==> config.mk <==
export PLATFORM = sky130hd
export DESIGN_NAME = serializer_arbiter_flat
export DESIGN_NICKNAME = d
export VERILOG_FILES = /design/src/rtl/serializer_arbiter_pkg.sv /design/src/rtl/serializer_arbiter_if.sv /design/src/rtl/serializer_arbiter_rr_arbiter.sv /design/src/rtl/serializer_arbiter.sv /design/src/flat_wrapper.sv
export SDC_FILE = /design/constraint.sdc
export NUM_CORES = 1
export LEC_CHECK = 0
export ABC_AREA = 1
export CAP_MARGIN = 25
export CORE_UTILIZATION = 40
export DETAILED_ROUTE_END_ITERATION = 6
export PLACE_DENSITY = 0.8
export SLEW_MARGIN = 20
export SYNTH_ARGS = -nofsm -noshare
export SYNTH_HDL_FRONTEND = slang
export SYNTH_HIERARCHICAL = 1
export SYNTH_SLANG_ARGS = --single-unit
export TNS_END_PERCENT = 5
==> constraint.sdc <==
create_clock -name clk -period 3.3 [get_ports clk]
set_clock_uncertainty 0.1 [all_clocks]
set_input_delay 0.66 -clock clk [delete_from_list [all_inputs] [get_ports clk]]
set_output_delay 0.66 -clock clk [all_outputs]
set_load 0.03 [all_outputs]
==> src/rtl/serializer_arbiter_pkg.sv <==
// Shared types and widths for the serializer front-end arbiter.
package serializer_arbiter_pkg;

  typedef enum logic {
    IDLE,
    LOCKED
  } arb_state_t;

  localparam int unsigned COUNT_W    = 6;
  localparam int unsigned WORD_BUS_W = 32 + 7 - 1;

endpackage

==> src/rtl/serializer_arbiter_if.sv <==
// Word-source bus: per-source valid/ready handshake with packet framing and packed data.
interface serializer_arbiter_if
  import serializer_arbiter_pkg::*;
#(
  parameter int unsigned NUM_SRC    = 4,
  parameter int unsigned WORD_BUS_W = serializer_arbiter_pkg::WORD_BUS_W
);

  logic [NUM_SRC-1:0]            src_valid;
  logic [NUM_SRC-1:0]            src_ready;
  logic [NUM_SRC-1:0]            src_first;
  logic [NUM_SRC-1:0]            src_last;
  logic [NUM_SRC*COUNT_W-1:0]    src_num_values;
  logic [NUM_SRC*WORD_BUS_W-1:0] src_word;

  modport master (
    output src_valid, src_first, src_last, src_num_values, src_word,
    input  src_ready
  );

  modport slave (
    input  src_valid, src_first, src_last, src_num_values, src_word,
    output src_ready
  );

endinterface

==> src/rtl/serializer_arbiter_rr_arbiter.sv <==
// Combinational round-robin pick: first requester at or after ptr, wrapping.
module rr_arbiter #(
  parameter  int unsigned NUM_SRC = 4,
  localparam int unsigned ID_W    = $clog2(NUM_SRC)
) (
  input  logic [NUM_SRC-1:0] req,
  input  logic [ID_W-1:0]    ptr,
  output logic [NUM_SRC-1:0] grant,
  output logic [ID_W-1:0]    id,
  output logic               any
);

  int unsigned idx;

  always_comb begin
    grant = '0;
    id    = '0;
    any   = 1'b0;
    idx   = 0;
    for (int unsigned k = 0; k < NUM_SRC; k++) begin
      idx = (32'(ptr) + k) % NUM_SRC;
      if (!any && req[idx[ID_W-1:0]]) begin
        grant[idx[ID_W-1:0]] = 1'b1;
        id                   = idx[ID_W-1:0];
        any                  = 1'b1;
      end
    end
  end

endmodule

==> src/rtl/serializer_arbiter.sv <==
// Packet-locking round-robin arbiter pacing word issue so the shared serializer runs gapless.
module serializer_arbiter
  import serializer_arbiter_pkg::*;
#(
  parameter  int unsigned NUM_SRC    = 4,
  parameter  int unsigned WORD_WIDTH = 32,
  parameter  int unsigned DATA_WIDTH = 7,
  parameter  int unsigned ID_W       = $clog2(NUM_SRC),
  localparam int unsigned W          = WORD_WIDTH + DATA_WIDTH - 1
) (
  input  logic                 clk,
  input  logic                 rst_n,
  input  logic                 en,
  serializer_arbiter_if.slave  src,
  output logic                 new_word_a,
  output logic                 first_word_a,
  output logic                 last_word_a,
  output logic [COUNT_W-1:0]   num_values_a,
  output logic [W-1:0]         word_a,
  output logic                 packet_in_progress,
  output logic [ID_W-1:0]      grant_id,
  output logic                 busy,
  output logic                 err_proto
);

  arb_state_t           state, state_nx;
  logic [ID_W-1:0]      owner, rr_ptr;
  logic [NUM_SRC-1:0]   owner_oh;
  logic [COUNT_W-1:0]   rem;

  logic [NUM_SRC-1:0]   first_req, grant_oh, stray;
  logic [ID_W-1:0]      grant_idx;
  logic                 grant_any, grant_now;
  logic                 slot_open, own_xfer, own_first, own_last, issue, err_nx;
  logic [COUNT_W-1:0]   own_num;
  logic [W-1:0]         own_word;

  assign first_req = src.src_valid & src.src_first;

  rr_arbiter #(.NUM_SRC(NUM_SRC)) u_rr (
    .req   (first_req),
    .ptr   (rr_ptr),
    .grant (grant_oh),
    .id    (grant_idx),
    .any   (grant_any)
  );

  always_ff @(posedge clk or negedge rst_n) begin
    if (!rst_n) state <= IDLE;
    else        state <= state_nx;
  end

  always_comb begin
    state_nx  = state;
    own_first = src.src_first[owner];
    own_last  = src.src_last[owner];
    own_num   = src.src_num_values[owner*COUNT_W +: COUNT_W];
    own_word  = src.src_word[owner*W +: W];
    slot_open = (rem <= COUNT_W'(1));
    grant_now = (state == IDLE) && en && grant_any;
    stray     = '0;
    own_xfer  = 1'b0;
    if (state == IDLE) stray = src.src_valid & ~src.src_first;
    if (state == LOCKED) own_xfer = slot_open && src.src_valid[owner];
    issue  = own_xfer && (own_num != '0);
    err_nx = (own_xfer && (own_num == '0)) || (|stray);
    // Ready is held low during reset so stray words are not consumed before the arbiter runs.
    if (!rst_n)                  src.src_ready = '0;
    else if (state == LOCKED)    src.src_ready = owner_oh & {NUM_SRC{slot_open}};
    else                         src.src_ready = stray;
    case (state)
      IDLE:    if (grant_now) state_nx = LOCKED;
      LOCKED:  if (own_xfer && own_last) state_nx = IDLE;
      default: state_nx = IDLE;
    endcase
  end

  always_ff @(posedge clk or negedge rst_n) begin
    if (!rst_n) begin
      owner              <= '0;
      owner_oh           <= '0;
      rr_ptr             <= '0;
      rem                <= '0;
      new_word_a         <= 1'b0;
      first_word_a       <= 1'b0;
      last_word_a        <= 1'b0;
      num_values_a       <= '0;
      word_a             <= '0;
      packet_in_progress <= 1'b0;
      grant_id           <= '0;
      err_proto          <= 1'b0;
    end else begin
      if (grant_now) begin
        owner    <= grant_idx;
        owner_oh <= grant_oh;
        grant_id <= grant_idx;
      end
      if (own_xfer && own_last)
        rr_ptr <= (owner == ID_W'(NUM_SRC - 1)) ? '0 : owner + 1'b1;
      new_word_a <= issue;
      if (issue) begin
        first_word_a <= own_first;
        last_word_a  <= own_last;
        num_values_a <= own_num;
        word_a       <= own_word;
      end
      // Reload on issue replaces the final decrement, so the next word lands on the last value cycle.
      if (issue)            rem <= own_num;
      else if (rem != '0)   rem <= rem - 1'b1;
      packet_in_progress <= (state_nx == LOCKED) || (issue && own_last);
      err_proto          <= err_nx;
    end
  end

  assign busy = (state == LOCKED) || (rem != '0);

endmodule

==> src/flat_wrapper.sv <==
// flat-port wrapper written by rule: the top's interface ports become plain ports
module serializer_arbiter_flat import serializer_arbiter_pkg::*;
#(
  parameter  int unsigned NUM_SRC    = 4,
  parameter  int unsigned WORD_WIDTH = 32,
  parameter  int unsigned DATA_WIDTH = 7,
  parameter  int unsigned ID_W       = $clog2(NUM_SRC),
  localparam int unsigned W          = WORD_WIDTH + DATA_WIDTH - 1
)
  (clk, rst_n, en, new_word_a, first_word_a, last_word_a, num_values_a, word_a, packet_in_progress, grant_id, busy, err_proto, src_src_valid, src_src_first, src_src_last, src_src_num_values, src_src_word, src_src_ready);
  serializer_arbiter_if #(.NUM_SRC(NUM_SRC), .WORD_BUS_W((38))) src_i ();
  input  logic clk;
  input  logic rst_n;
  input  logic en;
  output logic new_word_a;
  output logic first_word_a;
  output logic last_word_a;
  output logic [COUNT_W-1:0] num_values_a;
  output logic [W-1:0] word_a;
  output logic packet_in_progress;
  output logic [ID_W-1:0] grant_id;
  output logic busy;
  output logic err_proto;
  input wire logic [$bits(src_i.src_valid)-1:0] src_src_valid;
  input wire logic [$bits(src_i.src_first)-1:0] src_src_first;
  input wire logic [$bits(src_i.src_last)-1:0] src_src_last;
  input wire logic [$bits(src_i.src_num_values)-1:0] src_src_num_values;
  input wire logic [$bits(src_i.src_word)-1:0] src_src_word;
  output wire logic [$bits(src_i.src_ready)-1:0] src_src_ready;
  assign src_i.src_valid = src_src_valid;
  assign src_i.src_first = src_src_first;
  assign src_i.src_last = src_src_last;
  assign src_i.src_num_values = src_src_num_values;
  assign src_i.src_word = src_src_word;
  assign src_src_ready = src_i.src_ready;
  serializer_arbiter #(.NUM_SRC(NUM_SRC), .WORD_WIDTH(WORD_WIDTH), .DATA_WIDTH(DATA_WIDTH), .ID_W(ID_W)) u_core (.clk(clk), .rst_n(rst_n), .en(en), .src(src_i), .new_word_a(new_word_a), .first_word_a(first_word_a), .last_word_a(last_word_a), .num_values_a(num_values_a), .word_a(word_a), .packet_in_progress(packet_in_progress), .grant_id(grant_id), .busy(busy), .err_proto(err_proto));
endmodule
**Yosys cells after proc, flatten, opt, wreduce, memory -nomap -nowiden**

Cells that the tools add are included.

- Bits in registers: 64
- Latch bits: 0
- Memory bits (writable): 0
- ROM bits: 0
- Input bits: 191
- Output and inout port bits: 56
- Logic and storage cells: 109
- Memories kept: 0

- $add $sub $neg: 5
- $mul: 2
- Div/mod/pow operators: 0
- Magnitude comparators: 10
- Eq/ne operators: 1
- Shift operators: 2
- Multiplexer cells: 44
- Bitwise gates (word level): 8
- Reduce and logical (&&, ||, !) cells: 25

Operators by type and width:

| operator | count |
|---|---|
| $shiftx A152 B9 Y38 | 1 |
| $mux W4 | 7 |
| $shiftx A24 B6 Y6 | 1 |
| $mux W1 | 18 |
| $lt A2 B3 Y1 const B | 5 |
| $bmux W1 S2 | 7 |
| $logic_and A1 B1 Y1 | 14 |
| $and A4 B4 Y4 | 3 |
| $mux W6 | 2 |
| $or A4 B4 Y4 | 3 |
| $reduce_bool A6 Y1 | 2 |
| $mux W2 | 5 |
| $demux W1 S2 | 4 |
| $ge A2 B1 Y1 const B | 4 |
| $mul A2 B5 Y7 const B | 1 |
| $le A6 B1 Y1 const B | 1 |
| $logic_not A6 Y1 | 1 |
| $sub A6 B1 Y6 const B | 1 |
| $add A2 B1 Y2 const B | 2 |
| $add A2 B2 Y2 const B | 2 |
| $mul A2 B2 Y4 const B | 1 |
| $not A4 Y4 | 1 |
| $reduce_or A4 Y1 | 1 |
| $logic_not A1 Y1 | 3 |
| other kinds (5) | 7 |

**Longest topological paths before layout**

- Depth in word-level cells: 17
- Mapped depth: 14
- Mapped depth without buffers: 12

**Hierarchy**

The synthesis kept the hierarchy.

Modules (own cells, without submodules):

| module | times used | cells each | area each (um2) |
|---|---|---|---|
| serializer_arbiter | 1 | 593 | 4,058.9 |
| rr_arbiter | 1 | 74 | 440.4 |

**Worst setup path before layout**

OpenSTA, ideal clock, no wires.

- Kind: register -> output
- From: register u_core.rem[0]
- To: output port src_src_ready[0]
- Data arrival time: 1.542 ns
- Data required time: 2.540 ns
- Path slack: 0.998 ns
- Cell stages (with the launch flop): 7
- Cells stage by stage: dfrtp_1 -> inv_1 -> ha_1 -> o21ai_0 -> nor3_2 -> nand2_1 -> a21oi_1

- Word-level cells in the longest chain between the ends: 4

Ends and longest elaborated chain:

| item | line | source |
|---|---|---|
| from (decl) | serializer_arbiter.sv:29 | `logic [COUNT_W-1:0] rem;` |
| from (signal assigned) | serializer_arbiter.sv:108 | `if (issue) rem <= own_num;` |
| from (signal assigned) | serializer_arbiter.sv:109 | `else if (rem != '0) rem <= rem - 1'b1;` |
| $le A6 B1 Y1 | serializer_arbiter.sv:59 | `slot_open = (rem <= COUNT_W'(1));` |
| $and A4 B4 Y4 | serializer_arbiter.sv:69 | `else if (state == LOCKED) src.src_ready = owner_oh & {NUM_SRC{slot_open}};` |
| $mux W4 | serializer_arbiter.sv:69 |  |
| $mux W4 | serializer_arbiter.sv:68 | `if (!rst_n) src.src_ready = '0;` |
| to (decl) | flat_wrapper.sv:29 | `output wire logic [$bits(src_i.src_ready)-1:0] src_src_ready;` |

Every way passes these cells.

==> impl_metrics.tcl <==
set metrics [dict create \
    tns_ns 0 \
    cp_max_fo 45 \
    grt_pass1_vias 5227 \
    crit_type "reg -> out" \
    cts_sinks 64 \
    met1Wirelength_um 6820 \
    clock_latency_ns 0.34 \
    synth_area_um2 4500 \
    vias_per_cell 5.20 \
    cp_num_buf_inv 2 \
    stdcell_count 1036 \
    clk_pin_slew_ns 0.07 \
    met3_length_um 911 \
    crit_path_start "u_core/owner[0]" \
    synth-edff-count 0 \
    seq_area_um2 1600 \
    finalSetupViolCount 0 \
    area_growth_pct 61.0 \
    placeableCoreArea_um2 10900 \
    synth_area_leaders "dfrtp_1 (36%), nand2_1 (18%), o21ai_0 (9.5%), nor2_1 (7.3%), o22ai_1 (5.4%)" \
    drive_above_1_share_pct 6.03 \
    grt_max_degree 65 \
    cts_buffer_depth 2 \
    dieArea_um2 11700 \
    maxUsedRoutingLayer "met4" \
    drt_iter0_drc 324 \
    synth_ff_type "dfrtp_1" \
    cts_setup_buffers 0 \
    synth.distinct_cells 32 \
    relSlewSlack_pct 45.4 \
    grt_pass1_wl_um 25300 \
    initial_core_util_pct 41.3 \
    drc_errors 0 \
    period_minus_slack_ns 2.87 \
    r2r-start "u_core/rr_ptr[0]" \
    tightest_slew_ns 0.819 \
    yosysTopAreaCellShare_pct 35.6 \
    antenna_found_initial 0 \
    timing_hold_violations_final 0 \
    postCtsResizedCells 0 \
    power_density_nw_per_um2 818 \
    cp.arrival_ns 2.11 \
    avgSynthCellArea_um2 6.75 \
    seq_area_frac_synth_pct 35.6 \
    met2_length_um 7950 \
    p_leak_uw 0.00328 \
    place.gp.congestion 0.845 \
    post_drt_wl_per_cell_um 15.4 \
    pin_count 247 \
    synthCells 667 \
    ys_warn_count 6 \
    grt_overflow_total 0 \
    utilization_pct 66.5 \
    die_w_um 108 \
    multi_input_area_um2 2520 \
    max_freq_ghz 0.348 \
    cts_root_buffer "clkbuf_8" \
    place_inst 1020 \
    cts_tree "built" \
    status "complete, no violations" \
    num_vias 5391 \
    slew_viol_final 0 \
    grtUsageTotal_pct 27.6 \
    slowest_stage "clkdlybuf4s50_1" \
    synth_seq_cells 64 \
    whs_ns 0.378 \
    startpoint_type "flop" \
    hpwl_um 11700 \
    n_fill_cell 941 \
    h-tree-depth 3 \
    diodes 0 \
    rows 38 \
    async_reset_ff_share_pct 100 \
    postLayoutCellArea_um2 7240 \
    drt-pass1-iter-count 5 \
    fin_crit_sh_pct 87.1 \
    end_kind "output port" \
    cts_hold_buf 0 \
    synth_fp_nets 867 \
    crit_required_ns 2.54 \
    port_buffers 246 \
    rsz0062_at_grt "false" \
    cts_buffers 9 \
    holdCritStartpoint "u_core/word_a[36]" \
    yosys.area.top_type "dfrtp_1" \
    hold_path.class "reg -> reg" \
    maxCapViolCount 0 \
    placed_area_um2 6990 \
    slowest_delay_ns 0.75 \
    dieHeight_um 108 \
    critical_path.cell_chain "buf_4, clkdlybuf4s50_1" \
    ir_drop_mv 0.420 \
    drtAntennaViolNets 0 \
    crit_family "buffers and inverters" \
    nets 1091 \
    totalWireLength_um 15900 \
]
[cell families (layout without fill, tap and decap cells)]
family | count (synthesis) | after routing | share of synthesized area, %
AOI/OAI and AO/OA | 144 | 144 | 17.4
xor gates and xnor gates | 5 | 5 | 0.973
adders and majority gates | 9 | 9 | 2.50
buffers and inverters | 75 | 304 | 8.31
DFF | 64 | 64 | 35.6
muxes | 4 | 4 | 1.00
and+or+nand+nor | 366 | 366 | 34.2
[synth_stat cells (6+ instances only)]
| library cell | number |
|---|---|
| o22ai_1 | 39 |
| clkbuf_1 | 21 |
| inv_1 | 29 |
| buf_2 | 6 |
| buf_4 | 6 |
| ha_1 | 9 |
| nand3_1 | 38 |
| o21ai_0 | 85 |
| a21oi_1 | 14 |
| nand2_2 | 7 |
| nand2_1 | 211 |
| buf_6 | 8 |
| nand4_1 | 10 |
| nor2_1 | 87 |
| dfrtp_1 | 64 |
[area by class of cell]
cell class	instances	area share, %
clock buffers	10	1.90
well taps	140	2.42
multi-input cells	528	34.8
repair buffers	254	35.3
inverters	34	1.80
clock inverters	6	1.59
flip-flops and latches	64	22.1
[layout by cell type, fill, tap and decap left out, types with 7 or more instances in the layout]
master,netlist,layout
a21oi_1,14,14
buf_4,6,8
clkbuf_8,0,10
clkdlybuf4s50_1,0,241
dfrtp_1,64,63
ha_1,9,9
inv_1,29,29
nand2_1,211,211
nand2_2,7,7
nand3_1,38,38
nand4_1,10,10
nor2_1,87,87
o21ai_0,85,85
o22ai_1,39,39
[where the power goes]
group	internal (uW)	leakage, uW	switching [uW]
Sequential	1120	0.000807	236
Clock	526	0.000123	325
Combinational	1420	0.00235	2300
Total	3070	0.00328	2860
[per-stage QoR]
step           total power (uW)  setup WS, ns
2_1_floorplan              3790         0.998
3_3_place_gp               4980         0.294
6_report                   5920         0.427
4_1_cts                    5930         0.402
5_1_grt                    6360         0.185
3_5_place_dp               5050         0.300
[state kept, by name (all words and copies together) (netlist names), 2 cells and up]
name and count:
u_core/num_values_a 6, u_core/owner 2, u_core/rem 6, u_core/rr_ptr 2
u_core/owner_oh 4, u_core/word_a 38
[worst register-to-register path, cell delays in order, from the launching register on]
cell     delay, ns
dfrtp_1       0.55
inv_2         0.19
ha_1          0.41
inv_1         0.11
nand2_1       0.09
nand2_2       0.06
nor2_4        0.23
nand4_1       0.12
nand3_1       0.34
mux2_2        0.39
[worst paths after layout]
check | end | slack, ns | cells past startpoint
setup / recovery | grant_id[0] | 0.43 | 2
hold / removal | u_core/word_a[36] | 0.38 | 2
setup reg to reg | u_core/owner_oh[0] | 0.61 | 9
hold reg to reg | u_core/word_a[36] | 0.38 | 2
max in group asynchronous | u_core/owner[0] | 2.04 | 2
min in group asynchronous | u_core/num_values_a[3] | 0.49 | 2
[routing by layer]
| metal | vias up | track usage (%) |
|---|---|---|
| met3 | 23 | 4.76 |
| met2 | 195 | 48.1 |
| met4 | 0 | 8.22 |
| met1 | 2527 | 34.6 |
| met5 | - | 0 |
| li1 | 2646 | - |
(Power assumes the default switching activity.)
